==> config.mk <==
export PLATFORM = sky130hd
export DESIGN_NAME = logic_unit_serial
export DESIGN_NICKNAME = d
export VERILOG_FILES = /design/src/rtl/logic_unit_serial_pkg.sv /design/src/rtl/logic_unit_serial_bit_cell.sv /design/src/rtl/logic_unit_serial.sv
export SDC_FILE = /design/constraint.sdc
export NUM_CORES = 1
export LEC_CHECK = 0
export ABC_AREA = 1
export BUFFER_PORTS_ARGS = -buffer_cell sky130_fd_sc_hd__buf_2
export CAP_MARGIN = 20
export CORE_MARGIN = 2
export CORE_UTILIZATION = 55
export CTS_CLUSTER_SIZE = 25
export DETAILED_ROUTE_END_ITERATION = 8
export PLACE_DENSITY = 0.78
export SLEW_MARGIN = 0
export SYNTH_ARGS = -nofsm -noshare
export SYNTH_HDL_FRONTEND = slang
export SYNTH_SLANG_ARGS = --single-unit
==> constraint.sdc <==
create_clock -name clk -period 1.5 [get_ports clk]
set_clock_uncertainty 0.15 [all_clocks]
set_input_delay 0.3 -clock clk [delete_from_list [all_inputs] [get_ports clk]]
set_output_delay 0.3 -clock clk [all_outputs]
set_load 0.01 [all_outputs]
==> src/rtl/logic_unit_serial_pkg.sv <==
// -----------------------------------------------------------------------------
// logic_unit_serial_pkg
// Shared types and defaults for the bit-serial logic unit.
//   op_t    : bitwise operation select (AND, OR, XOR, NAND)
//   state_t : sequencer states (IDLE, BUSY, DONE)
//   WIDTH_DEFAULT : default operand/result width
// Optional feature macro used by the top level: LOGIC_UNIT_SERIAL_ZERO_FLAG_EN
// -----------------------------------------------------------------------------
package logic_unit_serial_pkg;

   localparam int unsigned WIDTH_DEFAULT = 8;

   typedef enum logic [1:0] {
      OP_AND  = 2'b00,
      OP_OR   = 2'b01,
      OP_XOR  = 2'b10,
      OP_NAND = 2'b11
   } op_t;

   typedef enum logic [1:0] {
      IDLE = 2'b00,
      BUSY = 2'b01,
      DONE = 2'b10
   } state_t;

endpackage : logic_unit_serial_pkg

==> src/rtl/logic_unit_serial_bit_cell.sv <==
// -----------------------------------------------------------------------------
// logic_bit_cell
// Purely combinational 1-bit logic cell shared by every bit position of the
// serial unit.
// Ports:
//   a  : operand A bit
//   b  : operand B bit
//   op : operation select (op_t)
//   y  : result bit
// -----------------------------------------------------------------------------
module logic_bit_cell
   import logic_unit_serial_pkg::*;
(
   input  logic a,
   input  logic b,
   input  op_t  op,
   output logic y
);

   // Select the bitwise function for this bit
   always_comb begin
      y = 1'b0;
      case (op)
         OP_AND:  y = a & b;
         OP_OR:   y = a | b;
         OP_XOR:  y = a ^ b;
         OP_NAND: y = ~(a & b);
         default: y = 1'b0;
      endcase
   end

endmodule : logic_bit_cell

==> src/rtl/logic_unit_serial.sv <==
// -----------------------------------------------------------------------------
// logic_unit_serial
// Bit-serial bitwise logic unit. Operands are captured on an input
// valid/ready handshake, processed LSB first through a single 1-bit cell
// (one bit per clock), and the full word is presented on an output
// valid/ready handshake.
//
// Ports:
//   clk       : system clock, rising edge
//   rst       : asynchronous, active-high reset
//   in_valid  : operands/op presented
//   in_ready  : block can accept operands (registered)
//   a, b      : WIDTH-bit operands
//   op        : operation select (op_t)
//   out_valid : result available (registered)
//   out_ready : consumer accepts result
//   result    : computed word (registered, changes only on entry to DONE)
//   zero      : result==0 flag, present only with LOGIC_UNIT_SERIAL_ZERO_FLAG_EN
//
// Configuration macro: LOGIC_UNIT_SERIAL_ZERO_FLAG_EN
//   When defined, adds the zero output, built serially by OR-accumulating the
//   produced bits and registered together with result.
// -----------------------------------------------------------------------------
module logic_unit_serial
   import logic_unit_serial_pkg::*;
#(
   parameter int unsigned WIDTH = WIDTH_DEFAULT
)
(
   input  logic             clk,
   input  logic             rst,
   input  logic             in_valid,
   output logic             in_ready,
   input  logic [WIDTH-1:0] a,
   input  logic [WIDTH-1:0] b,
   input  op_t              op,
   output logic             out_valid,
   input  logic             out_ready,
   output logic [WIDTH-1:0] result
`ifdef LOGIC_UNIT_SERIAL_ZERO_FLAG_EN
   ,
   output logic             zero
`endif
);

   localparam int unsigned       CNT_W    = $clog2(WIDTH + 1);
   localparam logic [CNT_W-1:0] LAST_BIT = CNT_W'(WIDTH - 1);
   localparam logic [CNT_W-1:0] CNT_ONE  = CNT_W'(1);

   state_t            state_q;
   logic [WIDTH-1:0]  sa_q;
   logic [WIDTH-1:0]  sb_q;
   op_t               sop_q;
   logic [WIDTH-1:0]  acc_q;
   logic [CNT_W-1:0]  cnt_q;
   logic [WIDTH-1:0]  result_q;
   logic              in_ready_q;
   logic              out_valid_q;

   logic              bit_s;
   logic [WIDTH-1:0]  sa_d;
   logic [WIDTH-1:0]  sb_d;
   logic [WIDTH-1:0]  acc_d;
   logic [CNT_W-1:0]  cnt_d;
   logic              last_s;

`ifdef LOGIC_UNIT_SERIAL_ZERO_FLAG_EN
   logic              zacc_q;
   logic              zacc_d;
   logic              zero_q;
`endif

   // Single shared logic cell, fed from the LSBs of the shift registers
   logic_bit_cell u_cell (
      .a  (sa_q[0]),
      .b  (sb_q[0]),
      .op (sop_q),
      .y  (bit_s)
   );

   // Next-state datapath for one BUSY step: shift operands, insert new bit at
   // the top of the accumulator so the first (LSB) bit ends in acc[0]
   always_comb begin
      sa_d   = sa_q >> 1;
      sb_d   = sb_q >> 1;
      acc_d  = {bit_s, acc_q[WIDTH-1:1]};
      cnt_d  = cnt_q + CNT_ONE;
      last_s = (cnt_q == LAST_BIT);
`ifdef LOGIC_UNIT_SERIAL_ZERO_FLAG_EN
      zacc_d = zacc_q | bit_s;
`endif
   end

   // Sequencer with registered handshake outputs, result and operand capture
   always_ff @(posedge clk or posedge rst) begin
      if (rst) begin
         state_q     <= IDLE;
         sa_q        <= '0;
         sb_q        <= '0;
         sop_q       <= OP_AND;
         acc_q       <= '0;
         cnt_q       <= '0;
         result_q    <= '0;
         in_ready_q  <= 1'b1;
         out_valid_q <= 1'b0;
`ifdef LOGIC_UNIT_SERIAL_ZERO_FLAG_EN
         zacc_q      <= 1'b0;
         zero_q      <= 1'b0;
`endif
      end else begin
         case (state_q)
            IDLE: begin
               if (in_valid) begin
                  sa_q       <= a;
                  sb_q       <= b;
                  sop_q      <= op;
                  acc_q      <= '0;
                  cnt_q      <= '0;
`ifdef LOGIC_UNIT_SERIAL_ZERO_FLAG_EN
                  zacc_q     <= 1'b0;
`endif
                  in_ready_q <= 1'b0;
                  state_q    <= BUSY;
               end else begin
                  state_q    <= IDLE;
               end
            end
            BUSY: begin
               sa_q  <= sa_d;
               sb_q  <= sb_d;
               acc_q <= acc_d;
               cnt_q <= cnt_d;
`ifdef LOGIC_UNIT_SERIAL_ZERO_FLAG_EN
               zacc_q <= zacc_d;
`endif
               // The WIDTH-th bit is being produced on this edge
               if (last_s) begin
                  result_q    <= acc_d;
`ifdef LOGIC_UNIT_SERIAL_ZERO_FLAG_EN
                  zero_q      <= ~zacc_d;
`endif
                  out_valid_q <= 1'b1;
                  state_q     <= DONE;
               end else begin
                  state_q     <= BUSY;
               end
            end
            DONE: begin
               if (out_ready) begin
                  out_valid_q <= 1'b0;
                  in_ready_q  <= 1'b1;
                  state_q     <= IDLE;
               end else begin
                  state_q     <= DONE;
               end
            end
            default: begin
               out_valid_q <= 1'b0;
               in_ready_q  <= 1'b1;
               state_q     <= IDLE;
            end
         endcase
      end
   end

   assign in_ready  = in_ready_q;
   assign out_valid = out_valid_q;
   assign result    = result_q;
`ifdef LOGIC_UNIT_SERIAL_ZERO_FLAG_EN
   assign zero      = zero_q;
`endif

endmodule : logic_unit_serial

# After elaboration in Yosys (flattened, before gate mapping)
# Cells that the tools add are included.
# word_totals
regBits,42
latchBits,0
ram_bits,0
rom_bits,0
out_inout_bits,10
wordCells,52
n_memories,0
# op_classes
n_addsub,1
n_mul,0
n_div,0
n_lt_le_gt_ge,0
n_eq_ne,9
n_shift,0
muxes,19
bitwise_logic,6
reduce_logical,8
# ops
op,count
$pmux W8 S2,3
$mux W8,3
$pmux W4 S2,1
$eq A2 B2 Y1 const B,3
$ne A2 B2 Y1 const B,3
$pmux W1 S3,2
$pmux W2 S3,1
$reduce_and A2 Y1,3
$reduce_and A3 Y1,2
$mux W1,5
$add A4 B1 Y4 const B,1
$eq A2 B1 Y1 const B,2
$eq A4 B3 Y1 const B,1
$logic_not A2 Y1,2
$mux W2,2
$mux W4,1
$pmux W1 S4,1
$not A1 Y1,3
$reduce_bool A2 Y1,1
$and A1 B1 Y1,1
$or A1 B1 Y1,1
$xor A1 B1 Y1,1

# Longest topological paths before layout
# Gate-level depths: netlist (run 1).
# logic_depth
ltp_word,4
depth_mapped,8

# Hierarchy
# A second synthesis (run 1) with hierarchy kept.
# unflattened
hier_cells,245
hier_area_um2,1914.3
# modules_own_cells
mod,instances,cells_per_inst,area_per_inst_um2,seq_area_each_um2
logic_unit_serial,1,230,1838.0,1027.2
logic_bit_cell,1,15,76.3,0.0

# Worst setup path before layout (run 1)
# Ideal clock, no wire load.
# synth_path
kind,register to register
from,register cnt_q[0]
to,"register result_q[0], in the netlist result[0]"
setup_time_ns,0.117
t_arrival_ns,1.080
setup_slack_ns,0.153
stages_incl_launch_ff,8
n_path_buf,1
period_less_slack_ns,1.347
path_cell_list,dfrtp_1 ha_1 nand2_1 nor2_4 nand2_4 buf_6 nand2_2 o21ai_2
# synth_via
elab_chain_cells,2
# synth_lines
item,line_no,source
"start, declared",logic_unit_serial.sv:55,logic [CNT_W-1:0] cnt_q;
"start signal, assigned",logic_unit_serial.sv:132,cnt_q <= cnt_d;
$eq A4 B3 Y1,logic_unit_serial.sv:88,last_s = (cnt_q == LAST_BIT);
$reduce_and A2 Y1 (no line),n/a,
"end signal, assigned",logic_unit_serial.sv:103,result_q <= '0;
"end signal, assigned",logic_unit_serial.sv:138,result_q <= acc_d;
"end, declared",logic_unit_serial.sv:56,logic [WIDTH-1:0] result_q;
# Every way passes these cells.
# A chain may end at the register's enable or synchronous reset.

# Worst setup path in the final report (run 1)
# layout_path
from,"register in_ready_q, in the netlist in_ready"
to,output in_ready
# layout_rtl
item,line_no,source
"start, declared",logic_unit_serial.sv:57,logic in_ready_q;
"start signal, assigned",logic_unit_serial.sv:104,in_ready_q <= 1'b1;
"start signal, assigned",logic_unit_serial.sv:122,in_ready_q <= 1'b0;
"start signal, assigned",logic_unit_serial.sv:151,in_ready_q <= 1'b1;
"end, declared",logic_unit_serial.sv:33,"output logic in_ready,"
# No word-level cell between the ends.

==> results.json, run 1 <==
{
  "status": "finished, final reports clean",
  "path_delay_family": "flip-flops",
  "drtAntennaViolNets": 0,
  "ios": 32,
  "cts-root-buf": "clkbuf_4",
  "worst_pin_slew_ns": 0.355,
  "fmax_ghz": 0.691,
  "coreArea_um2": 3310,
  "holdCritPathClass": "primary input to flip-flop",
  "yosysWarnings": 0,
  "powerDensity_nw_per_um2": 1850,
  "grt_pass1_vias": 1450,
  "dp.cells": 299,
  "hold_viol_final": 0,
  "critical_path_class": "flip-flop to primary output",
  "fp.dieH_um": 62.4,
  "clkTransAtPathRegs_ns": 0.11,
  "syn_nets": 248,
  "drive_gt1_share_pct": 23.6,
  "drtIter0Drc": 83,
  "path_cells": "buf_6",
  "diodes": 0,
  "critPathSlowestCell": "dfstp_2",
  "instances_no_fill": 317,
  "dp_hpwl_um": 2290,
  "yosysSeqAreaShare_pct": 54.8,
  "critPathMaxFanout": 2,
  "synth.distinct_cells": 21,
  "die_area_um2": 3890,
  "gp_congestion": 0.711,
  "vias": 1521,
  "max_stage_delay_ns": 0.55,
  "drcViolationCount": 0,
  "crit_buf_inv": 1,
  "die_w_um": 62.4,
  "overflow": 0,
  "htree_levels": 2,
  "avgSynthCellArea_um2": 8.40,
  "clockBufferDepth": 2,
  "vias_per_cell": 4.80,
  "initial_utilization_pct": 56.6,
  "startpoint_type": "flip-flop",
  "synth_area_um2": 1870,
  "layout_min_cycle_time_ns": 1.45,
  "fin_util_pct": 68.6,
  "cts_sinks": 41,
  "slew_headroom_pct": 76.3,
  "fin_nets": 295,
  "row_count": 21,
  "setup_viol": 0,
  "antenna_found_initial": 0,
  "ys_ff_latch": 41,
  "numPortBuffers": 31,
  "period_share_pct": 96.5,
  "grt_pass1_wl_um": 6180,
  "synthToLayoutAreaGrowth_pct": 21.3,
  "end_kind": "primary output",
  "routed_wl_um": 3520,
  "cts_made_buffers": 5,
  "synthCells": 223,
  "crit_arrival_ns": 1.00,
  "cp.required_ns": 1.05,
  "cap_violations": 0,
  "vdd_drop_max_mv": 0.900,
  "final_max_slew_viol_count": 0,
  "grt_max_degree": 42,
  "power.leakage_nw": 1.23,
  "grt_util_all_layers_pct": 20.6,
  "clk_latency_ns": 0.36,
  "cts_tree": "done",
  "first_pass_iters": 4,
  "drt-wirelength-per-cell_um": 11.1
}
[logic make-up (layout without fill, tap and decap cells)]
kind of cell / Yosys count / in the layout / synth area share, %
fa+ha+maj: 3 / 3 / 2.00
buf+inv: 29 / 77 / 6.95
compound gates: 26 / 26 / 9.35
simple gates: 124 / 124 / 26.9
flops: 41 / 41 / 54.8
[per-stage QoR]
stage          cell area (um2)  total power [mW]  setup TNS (ns)  hold WS [ns]  setup WS [ns]
3_5_place_dp              2100              3.55               0         0.223         0.0481
6_report                  2270              4.20               0        0.0115         0.0525
3_3_place_gp              2100              3.48               0         0.220          0.106
4_1_cts                   2220              4.13               0       0.00617         0.0177
2_1_floorplan             1870              3.09               0         0.260          0.106
5_1_grt                   2270              4.62         -0.0384        0.0235        -0.0241
[flip-flops by register name, summed over array words and instances (netlist names)]
name       flops
acc_q          7
cnt_q          4
in_ready       1
out_valid      1
result         8
sa_q           8
sb_q           8
sop_q          2
state_q        2
[cells in the mapped netlist (all sizes together)]
cell / n / area [um2]
a21oi: 1 / 5.00
buf: 7 / 47.5
clkinv: 1 / 3.75
dfrtp: 40 / 1000
dfstp: 1 / 26.3
ha: 3 / 37.5
inv: 21 / 78.8
nand2: 110 / 423
nand3: 8 / 40.0
nand4: 1 / 6.26
nor2: 5 / 33.8
o21ai: 19 / 133
o22ai: 6 / 37.5
[cells in the final DEF, fill, tap and decap left out, types with 5 or more instances in the layout]
cell type      count
nand2_1          108
dfrtp_1           40
buf_2             30
inv_1             18
o21ai_0            8
o21ai_2            7
nand3_1            7
dlygate4sd3_1      7
o22ai_1            6
buf_4              6
clkbuf_4           5
[timing repair]
action                                  CTS  global route
hold buffers                              7             0
endpoints found under the setup margin    0            15
setup buffers                             0             2
endpoints found under the hold margin    46             0
gates resized for setup                   0             5
[cell type report]
type,count,area (um2)
Clock buffer,8,58.8
Fill cell,276,1040
Inverter,22,86.3
Multi-Input combinational cell,153,729
Sequential cell,41,1030
Tap cell,46,57.6
Timing Repair Buffer,46,308
Timing Repair inverter,1,5.00
[per-layer routing]
layer / vias up / GRT usage (%) / part of all wire, % / wire, um
met4: 0 / 13.3 / 2.0 / 72
met5: - / 0 / 0 / 0
met1: 694 / 25.0 / 46 / 1610
met2: 34 / 33.4 / 48 / 1690
li1: 786 / - / - / -
met3: 7 / 4.17 / 4.4 / 156
[path summary, 6_finish.rpt]
| kind | startpoint | endpoint | slack [ns] | depth (start not counted) |
|---|---|---|---|---|
| min in group asynchronous | rst | cnt_q[0] | 0.38 | 4 |
| setup reg to reg | cnt_q[0] | result[1] | 0.06 | 6 |
| hold / removal | a[5] | sa_q[5] | 0.01 | 3 |
| setup / recovery | in_ready | in_ready | 0.05 | 1 |
| hold reg to reg | result[4] | result[4] | 0.34 | 2 |
| max in group asynchronous | rst | in_ready | 0.56 | 4 |
[report_power, final]
| part | leakage, nW | internal, mW | switching, mW |
|---|---|---|---|
| combinational | 0.669 | 0.720 | 1.10 |
| sequential | 0.528 | 1.56 | 0.252 |
| clock | 0.0326 | 0.231 | 0.334 |
| total | 1.23 | 2.51 | 1.69 |
[worst reg2reg max path: stages, from the launching register on]
cell and delay [ns]:
dfrtp_1 0.40, ha_1 0.19, nand2_1 0.11, nor2_4 0.19, nand2_8 0.13, nand2_1 0.11, o21ai_2 0.05
Power figures use the tool's default switching activity.
==> run 2: changes to the inputs <==
- CORE_UTILIZATION: 55 -> 53
- GPL_TIMING_DRIVEN: unset -> 1
- PLACE_DENSITY: 0.78 -> 0.76
- SLEW_MARGIN: 0 -> 20
==> run 2 against run 1 <==
  * Sequential share of layout area down 1.3 points
  * Via count rose by 2.8%
  * Highest routed layer unchanged
  * Non-clock buffer count grew 2
  * First-iteration DRC count decreased by 11%
  * Wire length grew 7.1%
  * Die area is 3.5% higher
  * Total power grew 5.2%
  * Global-route usage down 0.51 points
  * Sequential power is essentially flat
  * Critical path depth unchanged
  * Cell area is 3.2% higher
==> results.json, run 2 (synthesized netlist as in run 1, its figures left out) <==
{
  "status": "finished, final reports clean",
  "fin_util_pct": 69.8,
  "cp.required_ns": 1.05,
  "drive_gt1_share_pct": 27.7,
  "gp_congestion": 0.752,
  "cts_sinks": 41,
  "antenna_found_initial": 0,
  "first_pass_iters": 4,
  "cap_violations": 0,
  "critPathMaxFanout": 2,
  "fp.dieH_um": 63.4,
  "path_cells": "buf_6",
  "grt_max_degree": 42,
  "final_max_slew_viol_count": 0,
  "numPortBuffers": 31,
  "final_common_cell": "nand2_1",
  "power.total_mw": 4.42,
  "fmax_ghz": 0.689,
  "critical_path_class": "flip-flop to primary output",
  "vdd_drop_max_mv": 0.796,
  "vias": 1563,
  "slew_headroom_pct": 76.8,
  "powerDensity_nw_per_um2": 1890,
  "setup_slack_ns": 0.0479,
  "n_fill_cell": 301,
  "crit_arrival_ns": 1.00,
  "clk_latency_ns": 0.35,
  "crit_buf_inv": 1,
  "period_share_pct": 96.8,
  "crit_start": "in_ready",
  "die_w_um": 63.4,
  "end_kind": "primary output",
  "cp-endpoint": "in_ready",
  "drtIter0Drc": 74,
  "worst_pin_slew_ns": 0.348,
  "drtAntennaViolNets": 0,
  "coreArea_um2": 3360,
  "grt_util_all_layers_pct": 20.0,
  "instances_no_fill": 320,
  "cts-root-buf": "clkbuf_4",
  "routed_wl_um": 3770,
  "grt_pass1_wl_um": 6240,
  "path_delay_family": "flip-flops",
  "r2r_end": "out_valid",
  "grt_pass1_vias": 1459,
  "final_cell_mix": "105 x nand2_1, 38 x dfrtp_1, 30 x buf_2",
  "die_area_um2": 4030,
  "clkTransAtPathRegs_ns": 0.12,
  "max_stage_delay_ns": 0.56,
  "ios": 32,
  "r2r_start": "cnt_q[0]",
  "htree_levels": 2,
  "layout_min_cycle_time_ns": 1.45,
  "cts_made_buffers": 5,
  "holdCritPathClass": "primary input to flip-flop",
  "clockBufferDepth": 2,
  "drcViolationCount": 0,
  "worst-path-stages": 1,
  "setup_viol": 0,
  "power.leakage_nw": 1.26,
  "row_count": 21,
  "cts_tree": "done",
  "overflow": 0,
  "rr_worst_depth": 7,
  "pre_cts_ws_ns": 0.0731,
  "hold_start": "b[7]",
  "vias_per_cell": 4.88,
  "critPathSlowestCell": "dfstp_2",
  "fin_nets": 298,
  "drt-wirelength-per-cell_um": 11.8,
  "hold_viol_final": 0,
  "setup_tns_ns": 0,
  "initial_utilization_pct": 55.7,
  "r2r_slack_ns": 0.07,
  "synthToLayoutAreaGrowth_pct": 25.3,
  "dp.cells": 298,
  "diodes": 0,
  "dp_hpwl_um": 2290,
  "startpoint_type": "flip-flop"
}
==> run 2: final cells by class <==
class / instances / area [um2] / share of cell area, %
clock inverters: 1 / 5.00 / 0.213
repair buffers: 48 / 342 / 14.6
inverters: 22 / 86.3 / 3.68
well taps: 46 / 57.6 / 2.45
flip-flops and latches: 41 / 1030 / 43.9
clock buffers: 7 / 65.1 / 2.77
multi-input cells: 155 / 761 / 32.4
==> run 2: worst min path at each step <==
stage	endpoint	slack, ns	cells after the start
finish	sb_q[7]	0.002	3
global route	sb_q[7]	0.008	3
CTS	sb_q[7]	0.002	3
detailed placement	result[5]	0.23	3
global placement	result[5]	0.22	3
floorplan	sa_q[7]	0.26	2
==> run 2: layer usage <==
metal / part of all wire (%) / vias to the layer above / global-route usage (%)
met3: 5.1 / 7 / 5.89
li1: - / 792 / -
met1: 44 / 728 / 24.0
met2: 50 / 36 / 34.5
met4: 1.4 / 0 / 6.79
met5: 0 / - / 0
==> run 2: what timing repair did <==
action,4_1_cts,5_1_grt
gates resized for setup,0,10
hold endpoints to repair,45,0
setup endpoints to repair,0,17
hold buffers,6,0
buffers inserted,0,6
==> run 2: stage by stage <==
stage               area (um2)  hold slack [ns]
finish                    2350          0.00155
global route              2350          0.00819
CTS                       2230          0.00172
detailed placement        2100            0.226
global placement          2100            0.222
floorplan                 1870            0.260
==> run 2: power by group <==
group	switching, mW	internal, mW
sequential	0.268	1.57
combinational	1.15	0.812
clock	0.351	0.272
total	1.77	2.65
==> run 3: changes to the inputs <==
- SYNTH_HIERARCHICAL: unset -> 1
==> run 3 against run 2 <==
  * Sequential cell count unchanged
  * Worst hold slack better by 0.048 ns
  * Wire length up 1.3%
  * Via count up 4.7%
  * Sequential power up 4%
  * Critical endpoint unchanged
  * Largest power group is now sequential cells
  * Highest routed layer unchanged
==> results.json, run 3 <==
{
  "crit_buf_inv": 1,
  "clkTransAtPathRegs_ns": 0.12,
  "synth_edf_count": 0,
  "multiInputGateArea_um2": 785,
  "yosysSeqAreaShare_pct": 53.7,
  "grt.busiest_layer": "met1",
  "powerDensity_nw_per_um2": 1830,
  "ys.flop_type": "dfrtp_1",
  "yosysMostFrequentCell": "nand2_1",
  "grt_max_degree": 42,
  "clk_latency_ns": 0.37,
  "status": "finished, final reports clean",
  "crit_start": "in_ready",
  "whs_ns": 0.0495,
  "fin_nets": 316,
  "first_pass_iters": 4,
  "row_count": 21,
  "seq_area_um2": 1030,
  "final_common_cell": "nand2_1",
  "setup_viol": 0,
  "holdCritPathClass": "primary input to flip-flop",
  "r2r_start": "cnt_q[1]",
  "gr-usage-met3_pct": 4.23,
  "end_kind": "primary output",
  "dp_hpwl_um": 2580,
  "numPortBuffers": 31,
  "cap_violations": 0,
  "rsz0062_at_grt": "true",
  "vias": 1637,
  "max_stage_delay_ns": 0.57,
  "drcViolationCount": 0,
  "htree_levels": 2,
  "grt_util_all_layers_pct": 21.5,
  "yosys.area.top_type_share_pct": 52.3,
  "clockBufferDepth": 2,
  "syn_nets": 270,
  "coreArea_um2": 3420,
  "grt_pass1_wl_um": 6670,
  "antenna_found_initial": 0,
  "path_cells": "buf_6",
  "routed_wl_um": 3820,
  "avgSynthCellArea_um2": 7.81,
  "met1_usage_pct": 30.9,
  "path_delay_family": "flip-flops",
  "worst_pin_slew_ns": 0.211,
  "drtIter0Drc": 69,
  "critPathSlowestCell": "dfstp_2",
  "drive_gt1_share_pct": 20.9,
  "period_share_pct": 98.9,
  "synth.distinct_cells": 19,
  "fp.dieH_um": 64.1,
  "cts_made_buffers": 5,
  "initial_utilization_pct": 56.0,
  "layout_min_cycle_time_ns": 1.48,
  "slew_headroom_pct": 86.0,
  "grt_pass1_vias": 1541,
  "power.leakage_nw": 1.32,
  "crit_arrival_ns": 1.03,
  "yosysWarnings": 6,
  "drt-wirelength-per-cell_um": 11.3,
  "die_w_um": 64.1,
  "hold_start": "out_ready",
  "critical_path_class": "flip-flop to primary output",
  "instances_no_fill": 338,
  "vias_per_cell": 4.84,
  "ios": 32,
  "async_flop_share_pct": 100,
  "synth_area_um2": 1910,
  "synthTopCellsByArea": "dfrtp_1 52%, nand2_1 29%, nand3_1 5.0%",
  "fmax_ghz": 0.674,
  "synthToLayoutAreaGrowth_pct": 19.0,
  "hold_viol_final": 0,
  "critPathMaxFanout": 2,
  "vdd_drop_max_mv": 0.895,
  "die_area_um2": 4110,
  "cp.required_ns": 1.05,
  "gp_congestion": 0.802,
  "synthCells": 245,
  "cts_tree": "done",
  "n_fill_cell": 312,
  "diodes": 0,
  "final_max_slew_viol_count": 0,
  "startpoint_type": "flip-flop",
  "dp.cells": 323,
  "drtAntennaViolNets": 0,
  "synth_top_area_cell": "dfrtp_1",
  "cts-root-buf": "clkbuf_4",
  "cts_sinks": 41,
  "final_cell_mix": "146 x nand2_1, 38 x dfrtp_1, 30 x buf_2",
  "overflow": 0,
  "use_met2_pct": 30.9,
  "ys_top_cells_by_count": "146 x nand2_1, 40 x dfrtp_1, 19 x nand3_1",
  "ys_ff_latch": 41
}
## run 3: cell types whose count changed after synthesis, sizes merged
cell    change
buf         +1
clkinv      -1
inv         -8
nand2      +38
nand3      +11
nor2        +1
o21ai      -14
o22ai       -6
## run 3: cell type report
cell class | instances | share of cell area [%]
well taps | 46 | 2.53
repair buffers | 46 | 13.1
flip-flops and latches | 41 | 45.2
multi-input cells | 184 | 34.5
inverters | 13 | 2.25
clock inverters | 3 | 0.769
clock buffers | 5 | 1.65
## run 3: worst register-to-register path, stage by stage, from the launching register on
cell     delay [ns]
dfrtp_1        0.41
ha_1           0.21
nand2_1        0.12
nor2_4         0.14
nand2_2        0.12
nand2_1        0.09
nand2_1        0.06
## run 3: power breakdown
part           total (mW)  switching [mW]  leakage (nW)  internal, mW
sequential           1.91           0.344         0.525          1.57
clock               0.547           0.371        0.0310         0.177
combinational        1.71            1.02         0.767         0.691
total                4.17            1.73          1.32          2.44
## run 3: kinds of logic (layout without fill, tap and decap cells)
kind of cell | count (synthesis) | in the layout | share of synthesized area [%]
AO/OA/AOI/OAI | 6 | 6 | 2.16
adder cells (fa/ha/maj) | 3 | 3 | 1.96
buffers and inverters | 21 | 67 | 6.34
flip-flops | 41 | 41 | 53.7
AND/OR/NAND/NOR | 174 | 175 | 35.9
## run 3: through the flow
stage / setup WS, ns / utilization, % / setup TNS (ns) / cell area, um2 / total power, mW
3_5_place_dp: 0.0465 / 62.6 / 0 / 2140 / 3.58
2_1_floorplan: 0.106 / - / 0 / 1910 / 3.14
5_1_grt: -0.0281 / 66.7 / -0.0306 / 2280 / 4.60
3_3_place_gp: 0.0887 / 62.6 / 0 / 2140 / 3.52
4_1_cts: 0.00280 / 65.9 / 0 / 2250 / 4.14
6_report: 0.0168 / 66.7 / 0 / 2280 / 4.17
## run 3: per-layer routing
layer | part of all wire (%) | wire length, um | vias to the layer above
met5 | 0 | 0 | -
met1 | 49 | 1880 | 758
met2 | 45 | 1720 | 31
li1 | - | - | 841
met4 | 2.2 | 85 | 0
met3 | 3.6 | 139 | 7
## run 3: path summary, 6_finish.rpt
| kind | endpoint | slack [ns] | cells past startpoint |
|---|---|---|---|
| worst max-delay path | in_ready | 0.02 | 1 |
| worst min register to register | sa_q[4] | 0.34 | 2 |
| min in group asynchronous | result[6] | 0.36 | 4 |
| worst min-delay path | state_q[1] | 0.05 | 4 |
| max in group asynchronous | in_ready | 0.59 | 4 |
| worst max register to register | result[1] | 0.12 | 6 |
## run 3: what timing repair did
action | 4_1_cts | 5_1_grt
setup buffers | 1 | 0
resized for setup | 0 | 7
pin swaps | 0 | 1
hold buffers | 5 | 0
setup endpoints to repair | 1 | 23
cloned | 0 | 1
hold endpoints to repair | 44 | 0
